[src/rtl/seq_divider_if.sv]
// Operand and result stream bundle between the divide requester and seq_divider.
interface seq_divider_if #(
  parameter int WIDTH = 64
);
  logic               s_axis_dividend_tvalid;
  logic [WIDTH-1:0]   s_axis_dividend_tdata;
  logic               s_axis_dividend_tready;
  logic               s_axis_divisor_tvalid;
  logic [WIDTH-1:0]   s_axis_divisor_tdata;
  logic               s_axis_divisor_tready;
  logic               m_axis_dout_tvalid;
  logic [2*WIDTH-1:0] m_axis_dout_tdata;
  logic               m_axis_dout_tuser;

  modport master (
    output s_axis_dividend_tvalid, s_axis_dividend_tdata,
    output s_axis_divisor_tvalid, s_axis_divisor_tdata,
    input  s_axis_dividend_tready, s_axis_divisor_tready,
    input  m_axis_dout_tvalid, m_axis_dout_tdata, m_axis_dout_tuser
  );

  modport slave (
    input  s_axis_dividend_tvalid, s_axis_dividend_tdata,
    input  s_axis_divisor_tvalid, s_axis_divisor_tdata,
    output s_axis_dividend_tready, s_axis_divisor_tready,
    output m_axis_dout_tvalid, m_axis_dout_tdata, m_axis_dout_tuser
  );
endinterface

[src/rtl/seq_divider.sv]
// Iterative radix-2 restoring unsigned divider, one quotient bit per cycle.
//
// state | meaning
// ------+------------------------------------------------------------
// IDLE  | accepting operand beats into the one-entry channel buffers
// CALC  | WIDTH shift/subtract iterations, operand channels closed
// DONE  | one-cycle result strobe on m_axis_dout_tvalid
module seq_divider #(
  parameter int WIDTH = 64,
  parameter int CNT_W = 7
) (
  input logic         Clk,
  input logic         resetn,
  seq_divider_if.slave dif
);

  typedef enum logic [1:0] {IDLE, CALC, DONE} state_t;

  state_t             state, state_nxt;
  logic               dvd_full, dvs_full;
  logic [WIDTH-1:0]   dvd_buf, dvs_buf;
  logic [WIDTH-1:0]   dvs_reg, rem, quo;
  logic [CNT_W-1:0]   cnt;
  logic [2*WIDTH-1:0] dout_data;
  logic               dout_zero;

  logic               dvd_rdy, dvs_rdy, dvd_acc, dvs_acc, start, last_iter;
  logic [WIDTH-1:0]   dvd_val, dvs_val, rem_nxt, quo_nxt;
  logic [WIDTH:0]     trial, diff;

  // Handshake, operand forwarding and next-state decode.
  always_comb begin
    dvd_rdy   = !dvd_full && (state == IDLE);
    dvs_rdy   = !dvs_full && (state == IDLE);
    dvd_acc   = dif.s_axis_dividend_tvalid && dvd_rdy;
    dvs_acc   = dif.s_axis_divisor_tvalid && dvs_rdy;
    // A beat arriving on the same edge as the other buffer filling still starts the run.
    dvd_val   = dvd_full ? dvd_buf : dif.s_axis_dividend_tdata;
    dvs_val   = dvs_full ? dvs_buf : dif.s_axis_divisor_tdata;
    start     = (state == IDLE) && (dvd_full || dvd_acc) && (dvs_full || dvs_acc);
    last_iter = (cnt == CNT_W'(WIDTH - 1));
    state_nxt = state;
    case (state)
      IDLE:    if (start) state_nxt = CALC;
      CALC:    if (last_iter) state_nxt = DONE;
      DONE:    state_nxt = IDLE;
      default: state_nxt = IDLE;
    endcase
  end

  // One restoring step; a zero divisor needs no special case.
  always_comb begin
    trial = {rem, quo[WIDTH-1]};
    diff  = trial - {1'b0, dvs_reg};
    if (trial >= {1'b0, dvs_reg}) begin
      rem_nxt = diff[WIDTH-1:0];
      quo_nxt = {quo[WIDTH-2:0], 1'b1};
    end else begin
      rem_nxt = trial[WIDTH-1:0];
      quo_nxt = {quo[WIDTH-2:0], 1'b0};
    end
  end

  // State register.
  always_ff @(posedge Clk) begin
    if (!resetn) state <= IDLE;
    else         state <= state_nxt;
  end

  // Operand buffers, iteration datapath and held result.
  always_ff @(posedge Clk) begin
    if (!resetn) begin
      dvd_full  <= 1'b0;
      dvs_full  <= 1'b0;
      dvd_buf   <= '0;
      dvs_buf   <= '0;
      dvs_reg   <= '0;
      rem       <= '0;
      quo       <= '0;
      cnt       <= '0;
      dout_data <= '0;
      dout_zero <= 1'b0;
    end else begin
      if (start) begin
        dvd_full <= 1'b0;
        dvs_full <= 1'b0;
        rem      <= '0;
        quo      <= dvd_val;
        dvs_reg  <= dvs_val;
        cnt      <= '0;
      end else begin
        if (dvd_acc) begin
          dvd_full <= 1'b1;
          dvd_buf  <= dif.s_axis_dividend_tdata;
        end
        if (dvs_acc) begin
          dvs_full <= 1'b1;
          dvs_buf  <= dif.s_axis_divisor_tdata;
        end
      end
      if (state == CALC) begin
        rem <= rem_nxt;
        quo <= quo_nxt;
        cnt <= cnt + CNT_W'(1);
        if (last_iter) begin
          dout_data <= {quo_nxt, rem_nxt};
          dout_zero <= (dvs_reg == '0);
        end
      end
    end
  end

  assign dif.s_axis_dividend_tready = dvd_rdy;
  assign dif.s_axis_divisor_tready  = dvs_rdy;
  assign dif.m_axis_dout_tvalid     = (state == DONE);
  assign dif.m_axis_dout_tdata      = dout_data;
  assign dif.m_axis_dout_tuser      = dout_zero;

endmodule

[src/flat_wrapper.sv]
// flat-port wrapper written by rule: the top's interface ports become plain ports
module seq_divider_flat 
#(
  parameter int WIDTH = 64,
  parameter int CNT_W = 7
)
  (Clk, resetn, dif_s_axis_dividend_tvalid, dif_s_axis_dividend_tdata, dif_s_axis_divisor_tvalid, dif_s_axis_divisor_tdata, dif_s_axis_dividend_tready, dif_s_axis_divisor_tready, dif_m_axis_dout_tvalid, dif_m_axis_dout_tdata, dif_m_axis_dout_tuser);
  seq_divider_if #(.WIDTH(WIDTH)) dif_i ();
  input logic Clk;
  input logic resetn;
  input wire logic [$bits(dif_i.s_axis_dividend_tvalid)-1:0] dif_s_axis_dividend_tvalid;
  input wire logic [$bits(dif_i.s_axis_dividend_tdata)-1:0] dif_s_axis_dividend_tdata;
  input wire logic [$bits(dif_i.s_axis_divisor_tvalid)-1:0] dif_s_axis_divisor_tvalid;
  input wire logic [$bits(dif_i.s_axis_divisor_tdata)-1:0] dif_s_axis_divisor_tdata;
  output wire logic [$bits(dif_i.s_axis_dividend_tready)-1:0] dif_s_axis_dividend_tready;
  output wire logic [$bits(dif_i.s_axis_divisor_tready)-1:0] dif_s_axis_divisor_tready;
  output wire logic [$bits(dif_i.m_axis_dout_tvalid)-1:0] dif_m_axis_dout_tvalid;
  output wire logic [$bits(dif_i.m_axis_dout_tdata)-1:0] dif_m_axis_dout_tdata;
  output wire logic [$bits(dif_i.m_axis_dout_tuser)-1:0] dif_m_axis_dout_tuser;
  assign dif_i.s_axis_dividend_tvalid = dif_s_axis_dividend_tvalid;
  assign dif_i.s_axis_dividend_tdata = dif_s_axis_dividend_tdata;
  assign dif_i.s_axis_divisor_tvalid = dif_s_axis_divisor_tvalid;
  assign dif_i.s_axis_divisor_tdata = dif_s_axis_divisor_tdata;
  assign dif_s_axis_dividend_tready = dif_i.s_axis_dividend_tready;
  assign dif_s_axis_divisor_tready = dif_i.s_axis_divisor_tready;
  assign dif_m_axis_dout_tvalid = dif_i.m_axis_dout_tvalid;
  assign dif_m_axis_dout_tdata = dif_i.m_axis_dout_tdata;
  assign dif_m_axis_dout_tuser = dif_i.m_axis_dout_tuser;
  seq_divider #(.WIDTH(WIDTH), .CNT_W(CNT_W)) u_core (.Clk(Clk), .resetn(resetn), .dif(dif_i));
endmodule
[config.mk]
export PLATFORM = sky130hd
export DESIGN_NAME = seq_divider_flat
export DESIGN_NICKNAME = d
export VERILOG_FILES = /design/src/rtl/seq_divider_if.sv /design/src/rtl/seq_divider.sv /design/src/flat_wrapper.sv
export SDC_FILE = /design/constraint.sdc
export NUM_CORES = 1
export LEC_CHECK = 0
export CORE_MARGIN = 2
export CORE_UTILIZATION = 49
export CTS_CLUSTER_DIAMETER = 200
export CTS_CLUSTER_SIZE = 30
export DETAILED_ROUTE_END_ITERATION = 16
export GPL_TIMING_DRIVEN = 0
export PLACE_DENSITY_LB_ADDON = 0.1
export SLEW_MARGIN = 20
export SYNTH_ARGS = -nofsm -noshare
export SYNTH_HDL_FRONTEND = slang
export SYNTH_SLANG_ARGS = --single-unit
[constraint.sdc]
create_clock -name Clk -period 3.3 [get_ports Clk]
set_input_delay 0.495 -clock Clk [delete_from_list [all_inputs] [get_ports Clk]]
set_output_delay 0.495 -clock Clk [all_outputs]
set_load 0.02 [all_outputs]
=== Word-level counts from Yosys, hierarchy flattened ===
Cells that the tools add are included.

* Word-level logic and storage cells: 52
* Output and inout port bits: 132
* Register bits after elaboration: 460
* Input port bits: 132

* Bitwise operators: 2
* Magnitude comparators: 1
* Reductions and logical operators: 18
* Add/subtract/negate cells: 2
* Multiplexer cells: 13
* Eq/ne operators: 5

{| class="wikitable"
|+ Operators by type and width
! operator !! number
|-
| 64-bit 2-to-1 mux || 7
|-
| 65-bit by 64-bit >= comparator with 1-bit output || 1
|-
| 64-bit zero test || 1
|-
| 64-bit subtractor || 1
|-
| 7-bit 2-to-1 mux || 2
|-
| 2-bit AND reduction || 4
|-
| 7-bit by 1-bit adder with 7-bit output, second input constant || 1
|-
| 7-bit by 6-bit == test with 1-bit output, second input constant || 1
|-
| 1-bit logical AND || 6
|-
| 2-bit 2-to-1 mux || 2
|-
| 2-bit by 1-bit inequality test with 1-bit output, second input constant || 2
|-
| 2-bit one-hot mux with 2 select lines || 1
|-
| 2-bit by 1-bit == test with 1-bit output, second input constant || 1
|-
| 2-bit == test, second input constant || 1
|-
| 1-bit zero test || 2
|-
| 2-bit zero test || 1
|-
| 1-bit logical OR || 2
|-
| 1-bit inverter || 2
|-
| 2-bit nonzero test || 1
|-
| 2-bit OR reduction || 1
|-
| 1-bit 2-to-1 mux || 1
|}

=== Depth between registers and ports, before layout ===
* Word-level depth: 8
* Gate-level depth with buffers: 16

=== Worst setup path before layout ===
Ideal clock, no wire load.

* Path kind: reg2reg
* From: reg u_core.quo[63]
* To: reg u_core.dout_data[60] (netlist: u_core.dif.m_axis_dout_tdata[60])
* Data arrival time: 2.986 ns
* Stages on the path, launching flop included: 15
* Period minus slack after synthesis: 3.118 ns
* Setup time: 0.132 ns
* Slack: 0.182 ns
* Required time: 3.168 ns
* Cell sequence: dfxtp_1 inv_1 ha_1 inv_1 fa_1 a21o_1 a221oi_2 a2bb2oi_2 o32ai_1 nor4_2 nor2_1 a311o_1 o31a_1 a22oi_1 a21oi_1

* Cells in the longest elaborated chain, start to end: 2
* Elaborated cells between the ends (all ways): 3
* Classes of those cells: 1 x add/sub; 1 x order compare; 1 x mux

{| class="wikitable"
|+ RTL lines
! item !! line !! text
|-
| from (decl) || seq_divider.sv:22 || <nowiki>logic [WIDTH-1:0] dvs_reg, rem, quo;</nowiki>
|-
| from (signal assigned) || seq_divider.sv:88 || <nowiki>quo <= dvd_val;</nowiki>
|-
| from (signal assigned) || seq_divider.sv:103 || <nowiki>quo <= quo_nxt;</nowiki>
|-
| 64-bit subtractor / 65-bit by 64-bit >= comparator with 1-bit output (equally long branches) || seq_divider.sv:54, seq_divider.sv:55 ||
|-
| 64-bit 2-to-1 mux * || seq_divider.sv:55 || <nowiki>if (trial >= {1'b0, dvs_reg}) begin</nowiki>
|-
| to (signal assigned) || seq_divider.sv:106 || <nowiki>dout_data <= {quo_nxt, rem_nxt};</nowiki>
|-
| to (decl) || seq_divider.sv:24 || <nowiki>logic [2*WIDTH-1:0] dout_data;</nowiki>
|}

Every way passes the cells marked *; elsewhere a longest branch is shown, timed or not.
A chain may end at the register's enable or synchronous reset.

=== Worst setup path in the final report ===
* From: reg u_core.dvs_reg[35]
* To: reg u_core.dout_data[17] (netlist: u_core.dif.m_axis_dout_tdata[17])

* Cells in the longest elaborated chain, start to end: 2

{| class="wikitable"
|+ RTL lines
! item !! line !! text
|-
| from (decl) || seq_divider.sv:22 ||
|-
| from (signal assigned) || seq_divider.sv:89 || <nowiki>dvs_reg <= dvs_val;</nowiki>
|-
| 65-bit by 64-bit >= comparator with 1-bit output || seq_divider.sv:55 ||
|-
| 64-bit 2-to-1 mux || seq_divider.sv:55 ||
|}

No other way between the ends.

==> reports/qor.yml <==
gp_routability_congestion: 0.983
synth_edf_count: 0
status: "finished, violations left"
clock_sinks: 460
place_area_mm2: 0.0255
num_io_pins: 264
violations: "negative setup slack"
critPathMaxFanout: 5
fp.dieArea_mm2: 0.0468
fin_nets: 3348
worst_slew_pin_slew_ns: 1.21
worstSetupPathType: "flip-flop to flip-flop"
fmax_ghz: 0.290
maxSlewViolCount: 0
rows: 77
vias: 21500
grt_overflow: 0
synthFlopType: "dfxtp_1"
ys_seq_area_frac: 0.417
cts_buffers: 19
finalHoldViolCount: 0
grt_max_degree: 31
finClkSkew_ns: 0.0259
setup_violations: 75
chipWidth_um: 216
clk_latency_ns: 0.58
antenna_found_initial: 4
cts_tree: "done"
power_density_mw_per_mm2: 408
drt_iter0_drc: 1423
largest_register_ffs: 128
synth_top_area_share: 0.417
hp-class: "flip-flop to flip-flop"
max-vdd-ir-drop_mv: 0.444
yosysTopAreaCell: "dfxtp_1"
die_y_um: 216
fin_tns_setup_ns: -4.55
grt_pass1_wl_um: 115000
syn_avg_cell_area_um2: 7.92
clk_path_buf_depth: 3
maxSlewHeadroom: 0.194
ys_ff_latch: 460
cp-end-kind: "flip-flop"
dr.pass1.iters: 5
cts_hold_buffers: 0
syn_nets: 2988
grt_pass1_vias: 20800
final_common_cell: "nand2_1"
pre_cts_ws_ns: -1.31
wl_per_cell_um: 20.3
post-route-min-period_ns: 3.45
clk_pin_slew_worst_paths_ns: 0.12
syn-instance-count: 2790
final_util: 0.650
synth_cell_types: 70
maxCapViolations: 0
drive_above_1_share: 0.140
drc: 0
syn-cell-area_mm2: 0.0221
hpwl_um: 56200
final_area_mm2: 0.0289
final_cell_mix: "nand2_1, dfxtp_1, a21oi_1"
vias_per_cell: 5.75
initial_core_util: 0.498
rsz0062_at_grt: "true"
cp.arrival_ns: 3.91
io_buffer_count: 262
synth_area_leaders: "dfxtp_1, nand2_1, a21oi_1"
fillers: 3841
p_leak_nw: 10.3
crit_required_ns: 3.76
core_mm2: 0.0444
yosysWarnings: 0
htree_levels: 1
async_flop_share: 0
area_growth_pct: 30.7
worstSetupStartpointType: "flip-flop"
min_period_over_period: 1.05
cts_root_buf: "clkbuf_16"
ant_nets: 0
grt_usage: 0.308
totalWireLength_um: 76100
setup_slack_ns: -0.154
cells in the mapped netlist, types with 4 or more instances:
| library cell | n |
|---|---|
| o21bai_1 | 17 |
| a31oi_1 | 10 |
| buf_2 | 10 |
| and3_1 | 6 |
| inv_1 | 80 |
| nor4_1 | 26 |
| a32oi_1 | 7 |
| a21oi_1 | 315 |
| buf_1 | 9 |
| and4_1 | 5 |
| xnor2_1 | 29 |
| a22oi_1 | 6 |
| nor2_1 | 275 |
| a221oi_1 | 38 |
| or3_1 | 6 |
| nand2_1 | 553 |
| o211ai_1 | 9 |
| dfxtp_1 | 460 |
| a21o_1 | 31 |
| nand3_1 | 21 |
| a211oi_1 | 133 |
| o21a_1 | 6 |
| ha_1 | 65 |
| or2_2 | 5 |
| o21ai_1 | 34 |
| nand4_1 | 23 |
| nor2b_1 | 10 |
| clkbuf_1 | 174 |
| nand2b_1 | 11 |
| o31ai_1 | 7 |
| nor3_1 | 20 |
| and2_1 | 4 |
| buf_6 | 6 |
| xor2_1 | 27 |
| mux2i_1 | 150 |
| o21ai_0 | 150 |
critical path, cell delays in order, from the launching register on:
cell and delay, ns:
dfxtp_2 0.35, inv_1 0.06, ha_4 0.30, and4_4 0.25, nand2_4 0.05, or3_4 0.43
a311oi_4 0.40, a211oi_4 0.10, a31oi_4 0.25, a21o_1 0.21, buf_6 0.15, buf_12 0.13
buf_12 0.12, mux2i_4 0.31, o21a_1 0.15, nor2_1 0.04
cell type report:
type | count | area [µm²] | share of cell area
inverters | 81 | 309 | 0.0107
diodes | 1 | 2.50 | 0.0000866
clock buffers | 19 | 475 | 0.0165
multi-input cells | 2047 | 13600 | 0.469
flip-flops and latches | 460 | 9280 | 0.321
well taps | 592 | 741 | 0.0256
plain buffers | 182 | 888 | 0.0308
repair buffers | 359 | 3600 | 0.125
clock inverters | 2 | 28.8 | 0.000996
per-stage QoR:
stage	hold slack, ns	std cells	power [W]
6_report	0.448	3743	0.0118
5_1_grt	0.466	3742	0.0123
4_1_cts	0.451	3714	0.0116
3_5_place_dp	0.446	3644	0.00851
3_3_place_gp	0.441	3644	0.00846
2_1_floorplan	0.436	2790	0.00769
power by group:
part           switching (W)  total (W)  internal (W)
combinational        0.00174    0.00286       0.00112
clock                0.00182    0.00289       0.00107
sequential          0.000201    0.00603       0.00583
what timing repair did:
| action | in CTS | in global routing |
|---|---|---|
| pin swaps | 72 | 74 |
| gates cloned | 2 | 4 |
| setup buffers | 59 | 33 |
| endpoints found under the setup margin | 149 | 130 |
| gates resized for setup | 264 | 254 |
metal layers:
metal,part of all wire,global-route usage
met1,0.42,0.392
met2,0.47,0.522
met3,0.063,0.0536
met4,0.045,0.120
met5,0.00047,0
cells by family (layout without fill, tap and decap cells):
family,count (synthesis),count (layout),synth area share
XOR/XNOR,56,56,0.0222
adder cells (fa/ha/maj),66,66,0.0377
buffers and inverters,283,643,0.0512
AO/OA/AOI/OAI,798,798,0.222
AND/OR/NAND/NOR,976,976,0.182
multiplexers,151,151,0.0685
flip-flops,460,460,0.417
other,0,1,0
worst paths after layout:
| check | slack, ns | endpoint | cells after the start | from |
|---|---|---|---|---|
| max | -0.15 | u_core.dif.m_axis_dout_tdata[17]$_SDFFE_PN0P_ | 15 | u_core.dvs_reg[35]$_SDFFE_PN0P_ |
| min | 0.45 | u_core.dif.m_axis_dout_tdata[115]$_SDFFE_PN0P_ | 2 | u_core.quo[50]$_SDFFE_PN0P_ |
| max reg2reg | -0.15 | u_core.dif.m_axis_dout_tdata[17]$_SDFFE_PN0P_ | 15 | u_core.dvs_reg[35]$_SDFFE_PN0P_ |
| min reg2reg | 0.45 | u_core.dif.m_axis_dout_tdata[115]$_SDFFE_PN0P_ | 2 | u_core.quo[50]$_SDFFE_PN0P_ |
No activity file was read; power rests on OpenSTA's default activity.
